--- src/rtl/dac_frame_sequencer.sv ---
`default_nettype none
// ============================================================================
//  Module      : dac_frame_sequencer
//  Description : Latches per-channel samples for a 4-channel DAC and feeds
//                24-bit command frames to the SPI serialiser. Channels are
//                serviced round-robin, and frames are spaced by a fixed gap.
//                Optional macro DAC_SYNC_UPDATE_EN: channel writes go to the
//                input registers only, and a broadcast update frame follows
//                each burst.
//  Revision    : 1.0 - initial release
// ============================================================================
module dac_frame_sequencer #(
    parameter int DATA_WIDTH = 16,
    parameter int SEND_GAP   = 256
) (
    input  logic                  clock_in,
    input  logic                  reset,
    input  logic [DATA_WIDTH-1:0] sample_in,
    input  logic [1:0]            channel_in,
    input  logic                  sample_valid,
    output logic [23:0]           dac_data,
    output logic                  dac_send,
    output logic                  busy,
    output logic                  overrun
);

    localparam logic [1:0] S_IDLE = 2'd0;
    localparam logic [1:0] S_SEND = 2'd1;
    localparam logic [1:0] S_GAP  = 2'd2;

    localparam int                 c_GAP_W    = (SEND_GAP > 2) ? $clog2(SEND_GAP) : 1;
    localparam logic [c_GAP_W-1:0] c_GAP_LOAD = c_GAP_W'((SEND_GAP > 0) ? SEND_GAP - 1 : 0);

`ifdef DAC_SYNC_UPDATE_EN
    localparam logic [3:0]  c_CMD_CH       = 4'b0001;
    localparam logic [23:0] c_UPDATE_FRAME = {4'b0010, 4'b1111, 16'h0000};
`else
    localparam logic [3:0]  c_CMD_CH       = 4'b0011;
`endif

    logic [1:0]         r_state;
    logic [1:0]         w_state_nxt;
    logic [c_GAP_W-1:0] r_gap_cnt;
    logic [15:0]        r_value [4];
    logic [3:0]         r_pending;
    logic [1:0]         r_last_ch;
    logic [23:0]        r_dac_data;
    logic               r_overrun;

    logic               w_sel_found;
    logic [1:0]         w_sel_ch;
    logic [3:0]         w_sel_onehot;
    logic               w_load_ch;
    logic [3:0]         w_clear_mask;
    logic [3:0]         w_set_mask;
    logic [15:0]        w_sample_ext;

`ifdef DAC_SYNC_UPDATE_EN
    logic               r_update_due;
    logic               w_load_upd;
`endif

    assign w_sample_ext = 16'(sample_in) << (16 - DATA_WIDTH);

    // Scan starts one past the last granted channel so no channel can starve.
    always_comb begin
        w_sel_found = 1'b0;
        w_sel_ch    = 2'd0;
        for (int i = 1; i <= 4; i++) begin
            if (!w_sel_found && r_pending[r_last_ch + 2'(i)]) begin
                w_sel_found = 1'b1;
                w_sel_ch    = r_last_ch + 2'(i);
            end
        end
    end

    assign w_sel_onehot = 4'b0001 << w_sel_ch;
    assign w_clear_mask = w_load_ch ? w_sel_onehot : 4'b0000;
    assign w_set_mask   = sample_valid ? (4'b0001 << channel_in) : 4'b0000;

    always_comb begin
        w_state_nxt = r_state;
        w_load_ch   = 1'b0;
`ifdef DAC_SYNC_UPDATE_EN
        w_load_upd  = 1'b0;
`endif
        case (r_state)
            S_IDLE: begin
                if (w_sel_found) begin
                    w_load_ch   = 1'b1;
                    w_state_nxt = S_SEND;
                end
`ifdef DAC_SYNC_UPDATE_EN
                else if (r_update_due) begin
                    w_load_upd  = 1'b1;
                    w_state_nxt = S_SEND;
                end
`endif
            end
            S_SEND:  w_state_nxt = S_GAP;
            S_GAP: begin
                if (r_gap_cnt == '0) begin
                    w_state_nxt = S_IDLE;
                end
            end
            default: w_state_nxt = S_IDLE;
        endcase
    end

    always_ff @(posedge clock_in) begin
        if (reset) begin
            r_state <= S_IDLE;
        end else begin
            r_state <= w_state_nxt;
        end
    end

    always_ff @(posedge clock_in) begin
        if (reset) begin
            r_gap_cnt <= '0;
        end else if (r_state == S_SEND) begin
            r_gap_cnt <= c_GAP_LOAD;
        end else if (r_state == S_GAP && r_gap_cnt != '0) begin
            r_gap_cnt <= r_gap_cnt - 1'b1;
        end
    end

    // A capture on the channel being granted keeps it pending: the new value
    // arrives after the old one was already copied into the frame.
    always_ff @(posedge clock_in) begin
        if (reset) begin
            r_pending <= 4'b0000;
            r_overrun <= 1'b0;
            r_last_ch <= 2'd3;
            for (int i = 0; i < 4; i++) begin
                r_value[i] <= '0;
            end
        end else begin
            r_pending <= (r_pending & ~w_clear_mask) | w_set_mask;
            r_overrun <= |(r_pending & ~w_clear_mask & w_set_mask);
            if (sample_valid) begin
                r_value[channel_in] <= w_sample_ext;
            end
            if (w_load_ch) begin
                r_last_ch <= w_sel_ch;
            end
        end
    end

    always_ff @(posedge clock_in) begin
        if (reset) begin
            r_dac_data <= 24'h000000;
        end else if (w_load_ch) begin
            r_dac_data <= {c_CMD_CH, w_sel_onehot, r_value[w_sel_ch]};
        end
`ifdef DAC_SYNC_UPDATE_EN
        else if (w_load_upd) begin
            r_dac_data <= c_UPDATE_FRAME;
        end
`endif
    end

`ifdef DAC_SYNC_UPDATE_EN
    always_ff @(posedge clock_in) begin
        if (reset) begin
            r_update_due <= 1'b0;
        end else if (w_load_ch) begin
            r_update_due <= 1'b1;
        end else if (w_load_upd) begin
            r_update_due <= 1'b0;
        end
    end
`endif

    assign dac_data = r_dac_data;
    assign dac_send = (r_state == S_SEND);
    assign busy     = (r_state != S_IDLE) || (|r_pending);
    assign overrun  = r_overrun;

endmodule
`default_nettype wire

--- config.mk ---
export PLATFORM = sky130hd
export DESIGN_NAME = dac_frame_sequencer
export DESIGN_NICKNAME = d
export VERILOG_FILES = /design/src/rtl/dac_frame_sequencer.sv
export SDC_FILE = /design/constraint.sdc
export NUM_CORES = 1
export LEC_CHECK = 0
export BUFFER_PORTS_ARGS = -buffer_cell sky130_fd_sc_hd__buf_2
export CAP_MARGIN = 25
export CORE_ASPECT_RATIO = 1.1
export CORE_MARGIN = 4
export CORE_UTILIZATION = 36
export DETAILED_ROUTE_END_ITERATION = 10
export PLACE_DENSITY = 0.62
export SETUP_SLACK_MARGIN = 0.2
export SLEW_MARGIN = 20
export SYNTH_ARGS = -nofsm -noshare
export SYNTH_HDL_FRONTEND = slang
export SYNTH_SLANG_ARGS = --single-unit
--- constraint.sdc ---
create_clock -name clock_in -period 3.77 [get_ports clock_in]
set_input_delay 0.5655 -clock clock_in [delete_from_list [all_inputs] [get_ports clock_in]]
set_output_delay 0.5655 -clock clock_in [all_outputs]
set_load 0.01 [all_outputs]
======== Yosys cells after proc, flatten, opt, wreduce, memory -nomap -nowiden ========
Memory sizes are Yosys's and may differ from the RTL's. A register that Yosys moved wholly into a read port is not among the register bits.
Cells that the tools add are included.
storage, ports and cells
  bits in registers ....................... 38
  bits in writable memories ............... 64
  output and inout bits ................... 27
  word-level logic and storage cells ...... 75
  memories ................................ 1
operators by class
  add/subtract/negate cells ............... 4
  magnitude comparators ................... 4
  eq/ne operators ......................... 4
  shift operators ......................... 2
  multiplexer cells ....................... 33
  bitwise logic cells ..................... 4
  reduce and logical (&&, ||, !) cells .... 17
memories
  memory   words  width  read ports  clocked after Yosys merged registers in  wr ports  RTL line  RTL
  r_value  4      16     1           1                                        4         44        logic [15:0] r_value [4];
operator list
  kind                 number
  $mux 1               16
  $mux 16              1
  $mux 8               2
  $reduce_or 16->1     1
  $mux 2               7
  $lt 2x3->1 const B   4
  $and 4x4->4          2
  $bmux 1 s2           4
  $logic_not 8->1      1
  $mux 4               2
  $reduce_bool 8->1    1
  $reduce_or 4->1      2
  $shl 1x2->4 const A  2
  $sub 8x1->8 const B  1
  $pmux 2 s3           1
  $add 2x2->2 const B  2
  $logic_and 1x1->1    4
  $ne 2x2->1 const B   2
  $not 4->4            1
  $or 4x4->4           1
  $reduce_bool 2->1    2
  $logic_not 1->1      3
  $add 2x1->2 const B  1
  $eq 2x1->1 const B   1
  other kinds (4)      4

======== Logic depth before layout (Yosys ltp) ========
Gate-level depths: netlist (run 1).
  depth in word-level cells ............... 20
  gate-level depth with buffers ........... 8

======== Least setup slack after synthesis (run 1) ========
No wires, ideal clock.
  path type ............................... input to register
  start point ............................. input reset
  end point ............................... memory r_value[0][0] (enable)
  arrival ................................. 1.517 ns
  setup slack ............................. 1.878 ns
  stages .................................. 3
  cell sequence ........................... clkbuf_1 clkbuf_1 nand2b_1
RTL lines
  item             RTL line  RTL
  start, declared  17        input logic reset,
  end, declared    44

======== Final worst setup path (run 1) ========
  start point ............................. register r_pending[3]
  end point ............................... register r_dac_data[2] (netlist: dac_data[2]) (read register of r_value)
between the ends
  longest elaborated chain between the ends .. 14
  elaborated cells between the ends (all ways) .. 24
  classes of those cells .................. mux: 18; reduce/logical: 6
ends and longest elaborated chain
  item                          RTL line  RTL
  start, declared               45        logic [3:0] r_pending;
  start signal, assigned        139       r_pending <= (r_pending & ~w_clear_mask) | w_set_mask;
  $bmux 1 s2                    70        if (!w_sel_found && r_pending[r_last_ch + 2'(i)]) begin
  $mux 1 (not written as such)  70
  $mux 1                        70
  $logic_not 1->1               70
  $logic_and 1x1->1             70
  $mux 1                        70
  $logic_not 1->1               70
  $logic_and 1x1->1             70
  $mux 1                        70
  $logic_not 1->1               70
  $logic_and 1x1->1             70
  $mux 1                        70
  $mux 1                        89        if (w_sel_found) begin
  $mux 1                        87        case (r_state)
  end, declared                 47        logic [23:0] r_dac_data;
Several ways; a longest one is shown, not always the timed one. The select of a mux whose other input is x is not followed.
A chain may end at the register's enable or synchronous reset.

==> run_results.csv, run 1 <==
group,metric,value,unit
clock_network,path_clk_slew,0.06,ns
yosys,synth_top_area_share,40.8,%
run_status,status,"complete, no violations",
pwr,p_int,2080,uW
timing,skew,0.00752,ns
yosys,synth_edf_count,64,
clock_network,root_buffer,"clkbuf_16",
yosys,synthSimpleGateAreaFrac,16.4,%
yosys,synth-xor-area-share,1.30,%
critical_path,slowest_delay,0.70,ns
yosys,synth_top_family_by_area,"compound AO/OA/AOI/OAI gates",
critical_path,reg2reg_from,"r_pending[3]$_SDFF_PP0_",
critical_path,crit_arrival,2.84,ns
clock_network,numCtsBuffers,9,
min_path,hp-start,"dac_data[19]$_SDFFE_PP0P_",
yosys,ys_warn_count,0,
critical_path,cp.required,4.02,ns
detailed_routing,via_per_inst,5.32,
timing,grt_setup_unrepaired,"false",
detailed_routing,drt_iter0_drc,285,
floorplan,die_w,117,um
detailed_routing,ant_nets,0,
critical_path,crit_family,"compound AO/OA/AOI/OAI gates",
timing,setup_violations,0,
clock_network,ctsResizeCount,0,
detailed_routing,firstDrtPassIters,4,
flow_run,cap_violations,0,
timing,slew-limit-headroom,36.8,%
critical_path,crit_buf_inv,1,
yosys,synth_top_cell_by_area,"edfxtp_1",
clock_network,clockBufferDepth,2,
yosys,yosysUniqueCellTypes,54,
place,portBuffers,45,
yosys,avgSynthCellArea,10.6,um^2
clock_network,postCtsSetupBuffers,0,
detailed_routing,drc_errors,0,
yosys,netlist_instances,446,
timing,min_period,2.59,ns
pwr,p_leak,0.00212,uW
critical_path,crit_type,"reg2reg",
critical_path,crit_path_end_kind,"flop",
timing,finalHoldViolations,0,
detailed_routing,routedWlPerCell,17.7,um
yosys,ys_seq_elements,102,
yosys,synth_ff_type,"edfxtp_1",
final_layout,finalNetCount,492,
detailed_routing,wl,11200,um
timing,drv_slew,0,
clock_network,cts_tree,"done",
yosys,synthMuxAreaShare,0,%
detailed_routing,vias,3355,
yosys,syn_area,4710,um^2
yosys,ys_top_cells_by_area,"edfxtp_1, dfxtp_1, nor2_1",
timing,tns,0,ns
floorplan,top_level_ports,48,
floorplan,start_util,37.1,%
pwr,power.density,541,nW/um^2
floorplan,die_h,128,um
place,post-dp-hpwl,7120,um
pwr,p_total,2860,uW
min_path,holdPathStages,2,
critical_path,cp_slowest_cell,"dfxtp_1",
floorplan,die_area,15000,um^2
critical_path,worstPathMaxFanout,17,
clock_network,htreeDepth,3,
timing,max_freq,0.386,GHz
place,globalplace.congestion,0.781,
yosys,post_synth_most_frequent_cells,"nor2_1, edfxtp_1, dfxtp_1",
global_routing,grt_usage,15.3,%
critical_path,r2r_cells,6,
final_layout,layout-drive-gt1-share,18.8,%
floorplan,core,12700,um^2
timing,tightest_slew,0.948,ns
global_routing,antenna_found_initial,0,
pwr,seqPwrFrac,48.0,%
final_layout,final_util,41.6,%
critical_path,path_cells,"buf_6 > and2b_4 > o21a_1 > o31ai_1 > a21bo_2 > a311oi_1",
clock_network,cts_hold_buf,0,
min_path,hold_path_class,"reg2reg",
pwr,swShare,27.1,%
yosys,synth_fa_ha_area_share,0.531,%
yosys,yosysSeqAreaShare,56.9,%
pwr,p_switching,775,uW
yosys,synth_most_common_cell,"nor2_1",
yosys,synth_compound_area_share,18.0,%
critical_path,crit_start,"r_pending[3]$_SDFF_PP0_",
global_routing,grt_pass1_wl,17600,um
global_routing,grt_pass1_vias,3379,
pwr,p_comb_share,17.3,%
yosys,synthArstFlopShare,0,%
critical_path,worstSetupStartpointType,"flop",
timing,fin_crit_sh,68.7,%
final_layout,area_delta_synth_final,12.2,%
critical_path,critical_path_depth,6,
clock_network,cts.sinks,102,
pwr,ir_drop,0.237,mV
global_routing,overflow,0,
final_layout,n_antenna_cell,0,
floorplan,num_rows,43,
pwr,p_clk_share,34.7,%
clock_network,clkLatencyLatePin,0.35,ns
global_routing,grt_max_degree,30,
==> routing by layer <==
layer / routed length, um / part of all wire [%] / vias up / track usage, %
li1: - / - / 1634 / -
met1: 4700 / 42 / 1591 / 19.3
met2: 5480 / 49 / 112 / 25.2
met3: 684 / 6.1 / 18 / 2.97
met4: 304 / 2.7 / 0 / 7.09
met5: 0 / 0 / - / 0
==> stage by stage <==
step | worst slack, ns | hold slack [ns] | area, um^2 | std cells
2_1_floorplan | 1.88 | 0.481 | 4720 | 447
3_3_place_gp | 1.07 | 0.447 | 4950 | 613
3_5_place_dp | 0.998 | 0.455 | 4950 | 613
4_1_cts | 0.973 | 0.464 | 5260 | 629
5_1_grt | 1.00 | 0.495 | 5290 | 631
6_report | 1.18 | 0.458 | 5290 | 631
==> power by group through the flow <==
| stage | registers (uW) | logic [uW] | clock network, uW |
|---|---|---|---|
| floorplan | 1390 | 362 | 0 |
| global placement | 1390 | 486 | 0 |
| detailed placement | 1400 | 490 | 0 |
| CTS | 1370 | 493 | 998 |
| global route | 1380 | 549 | 1040 |
| finish | 1370 | 495 | 991 |
==> layout make-up <==
cell class,instances,area [um^2]
clock buffer,11,233
clock inverter,5,85.1
fill,1243,7410
inverter,24,90.1
multi-input combinational,281,1720
sequential,102,2680
tap,157,196
timing repair buffer,51,278
==> worst reg2reg max path: cells and delay by family, from the launching register on <==
| kind | cells | cell delay (ns) |
|---|---|---|
| AO/OA/AOI/OAI | 4 | 1.35 |
| AND/OR/NAND/NOR | 1 | 0.20 |
| buffers and inverters | 1 | 0.25 |
| flip-flops | 1 | 0.70 |
==> registers in the layout (all words and copies together) (netlist names) <==
signal     count
r_value       64
dac_data      21
r_gap_cnt      8
r_pending      4
r_last_ch      2
r_state        2
overrun        1
==> kinds of logic (layout without fill, tap and decap cells) <==
family,count (synthesis),count (layout)
AND/OR/NAND/NOR,163,163
AO/OA/AOI/OAI,107,107
flip-flops,102,102
buffers and inverters,64,91
XOR/XNOR,7,7
adder cells (fa/ha/maj),2,2
other,1,2
==> placed cells by master, fill, tap and decap left out, types with 10 or more instances in the layout <==
cell and instances:
nand3_1 18, nor2_1 78, nand4_1 17, edfxtp_1 64
nand2_1 26, a21bo_1 10, inv_1 24, o31ai_1 16
dfxtp_1 38, buf_2 45, a311oi_1 15, a21oi_1 32
==> final timing paths <==
check                               to  slack [ns]
max           dac_data[2]$_SDFFE_PP0P_        1.18
min          dac_data[19]$_SDFFE_PP0P_        0.46
max reg2reg   dac_data[2]$_SDFFE_PP0P_        1.18
min reg2reg  dac_data[19]$_SDFFE_PP0P_        0.46
Power figures use the tool's default switching activity.
==> run 2, diff against run 1 <==
- clock period: 3.77 -> 2.72 ns (I/O delays scaled with it)
==> run 2 against run 1 <==
- clock power rose by 41%
- first-iteration DRC count fell by 36%
- highest routed layer unchanged
- worst hold slack got worse by 0.11 ns
- sequential share of layout area fell by 0.46 points
- clock skew fell by 0.00060 ns
- non-clock buffer count rose by 7
- final cell count rose by 1.1%
- register-to-register slack got worse by 0.63 ns
- fmax rose by 19%
- largest cell class unchanged
- critical endpoint is now dac_data[12]$_SDFFE_PP0P_
- largest power group unchanged
- wire length rose by 1.2%
- critical path type unchanged
- core utilization rose by 0.38 points
==> run_results.csv, run 2 (synthesized netlist as in run 1, its figures left out) <==
group,metric,value,unit
timing,slew-limit-headroom,43.7,%
global_routing,grt_pass1_vias,3312,
timing,timing.final.ws_setup,0.551,ns
floorplan,core,12700,um^2
final_layout,layout_commonest_cell,"nor2_1",
final_layout,final_cell_mix,"nor2_1, edfxtp_1, buf_2, dfxtp_1, a21oi_1",
timing,grt_setup_unrepaired,"false",
timing,max_freq,0.461,GHz
flow_run,cap_violations,0,
place,globalplace.congestion,0.793,
global_routing,grt_pass1_wl,17600,um
critical_path,crit_type,"reg2reg",
pwr,p_clk_share,35.1,%
min_path,hold_path_class,"in2reg",
critical_path,cp.required,2.97,ns
place,portBuffers,45,
clock_network,root_buffer,"clkbuf_16",
final_layout,largest_reg_flops,64,
clock_network,cts_tree,"done",
timing,min_period,2.17,ns
global_routing,antenna_found_initial,0,
final_layout,final_util,42.0,%
pwr,p_int,2890,uW
detailed_routing,via_per_inst,5.26,
clock_network,cts_hold_buf,0,
place,post-dp-hpwl,7450,um
detailed_routing,drc_errors,0,
timing,fin_crit_sh,79.8,%
clock_network,cts.sinks,102,
timing,setup_violations,0,
detailed_routing,drt_iter0_drc,183,
floorplan,die_h,128,um
pwr,swShare,27.6,%
clock_network,path_clk_slew,0.07,ns
clock_network,clkLatencyLatePin,0.35,ns
global_routing,overflow,0,
clock_network,clockBufferDepth,2,
detailed_routing,routedWlPerCell,17.7,um
detailed_routing,firstDrtPassIters,4,
pwr,power.density,749,nW/um^2
final_layout,n_antenna_cell,0,
critical_path,crit_path_end_kind,"flop",
final_layout,top_register,"r_value",
clock_network,htreeDepth,3,
timing,tightest_slew,0.844,ns
pwr,p_switching,1100,uW
timing,tns,0,ns
detailed_routing,ant_nets,0,
critical_path,worstPathMaxFanout,10,
place,pre_cts_slack,0.575,ns
floorplan,start_util,37.1,%
final_layout,finalNetCount,499,
floorplan,die_w,117,um
global_routing,grt_max_degree,37,
pwr,p_leak,0.00216,uW
detailed_routing,wl,11300,um
global_routing,grt_usage,15.5,%
timing,drv_slew,0,
detailed_routing,vias,3356,
timing,skew,0.00693,ns
clock_network,ctsResizeCount,0,
pwr,p_comb_share,17.5,%
critical_path,worstSetupStartpointType,"flop",
final_layout,layout-drive-gt1-share,20.4,%
floorplan,top_level_ports,48,
pwr,ir_drop,0.309,mV
run_status,status,"complete, no violations",
clock_network,postCtsSetupBuffers,0,
timing,holdWs,0.347,ns
critical_path,crit_arrival,2.42,ns
timing,finalHoldViolations,0,
floorplan,num_rows,43,
clock_network,numCtsBuffers,9,
final_layout,area_delta_synth_final,13.2,%
floorplan,die_area,15000,um^2
pwr,seqPwrFrac,47.4,%
[run 2: per-layer routing]
metal | share of wire (%) | GRT usage [%]
met1 | 42 | 19.9
met2 | 50 | 25.5
met3 | 5.7 | 3.40
met4 | 1.7 | 5.87
met5 | 0 | 0
[run 2: power groups by stage]
stage / combinational, uW / clock, uW / sequential, uW
global route: 774 / 1490 / 1910
CTS: 711 / 1420 / 1900
finish: 701 / 1400 / 1890
detailed placement: 707 / 0 / 1930
global placement: 697 / 0 / 1920
floorplan: 502 / 0 / 1920
[run 2: path summary, 6_finish.rpt]
path / startpoint / end / slack [ns] / cells after the start
setup / recovery: r_pending[3]$_SDFF_PP0_ / dac_data[12]$_SDFFE_PP0P_ / 0.55 / 6
hold reg to reg: dac_data[18]$_SDFFE_PP0P_ / dac_data[18]$_SDFFE_PP0P_ / 0.46 / 2
hold / removal: reset / r_pending[2]$_SDFF_PP0_ / 0.35 / 2
setup reg to reg: r_pending[3]$_SDFF_PP0_ / dac_data[12]$_SDFFE_PP0P_ / 0.55 / 6
[run 2: stage by stage]
step	cells	area (um^2)	power (uW)
2_1_floorplan	447	4720	2420
3_3_place_gp	622	5010	2620
3_5_place_dp	622	5010	2640
4_1_cts	638	5340	4020
5_1_grt	638	5340	4170
6_report	638	5340	4000
[run 2: area by class of cell]
type                    count  area (um^2)
multi-input cells         281         1720
inverters                  24         90.1
fillers                  1238         7360
flip-flops and latches    102         2680
well taps                 157          196
repair buffers             58          323
clock buffers               9          225
clock inverters             7         96.3
[run 2: worst max-delay path, stage by stage (launching register included)]
cell and delay (ns):
dfxtp_1 0.58, and2b_4 0.26, o21a_1 0.36, buf_4 0.27, o31ai_1 0.10, a21bo_1 0.22, a311oi_1 0.28
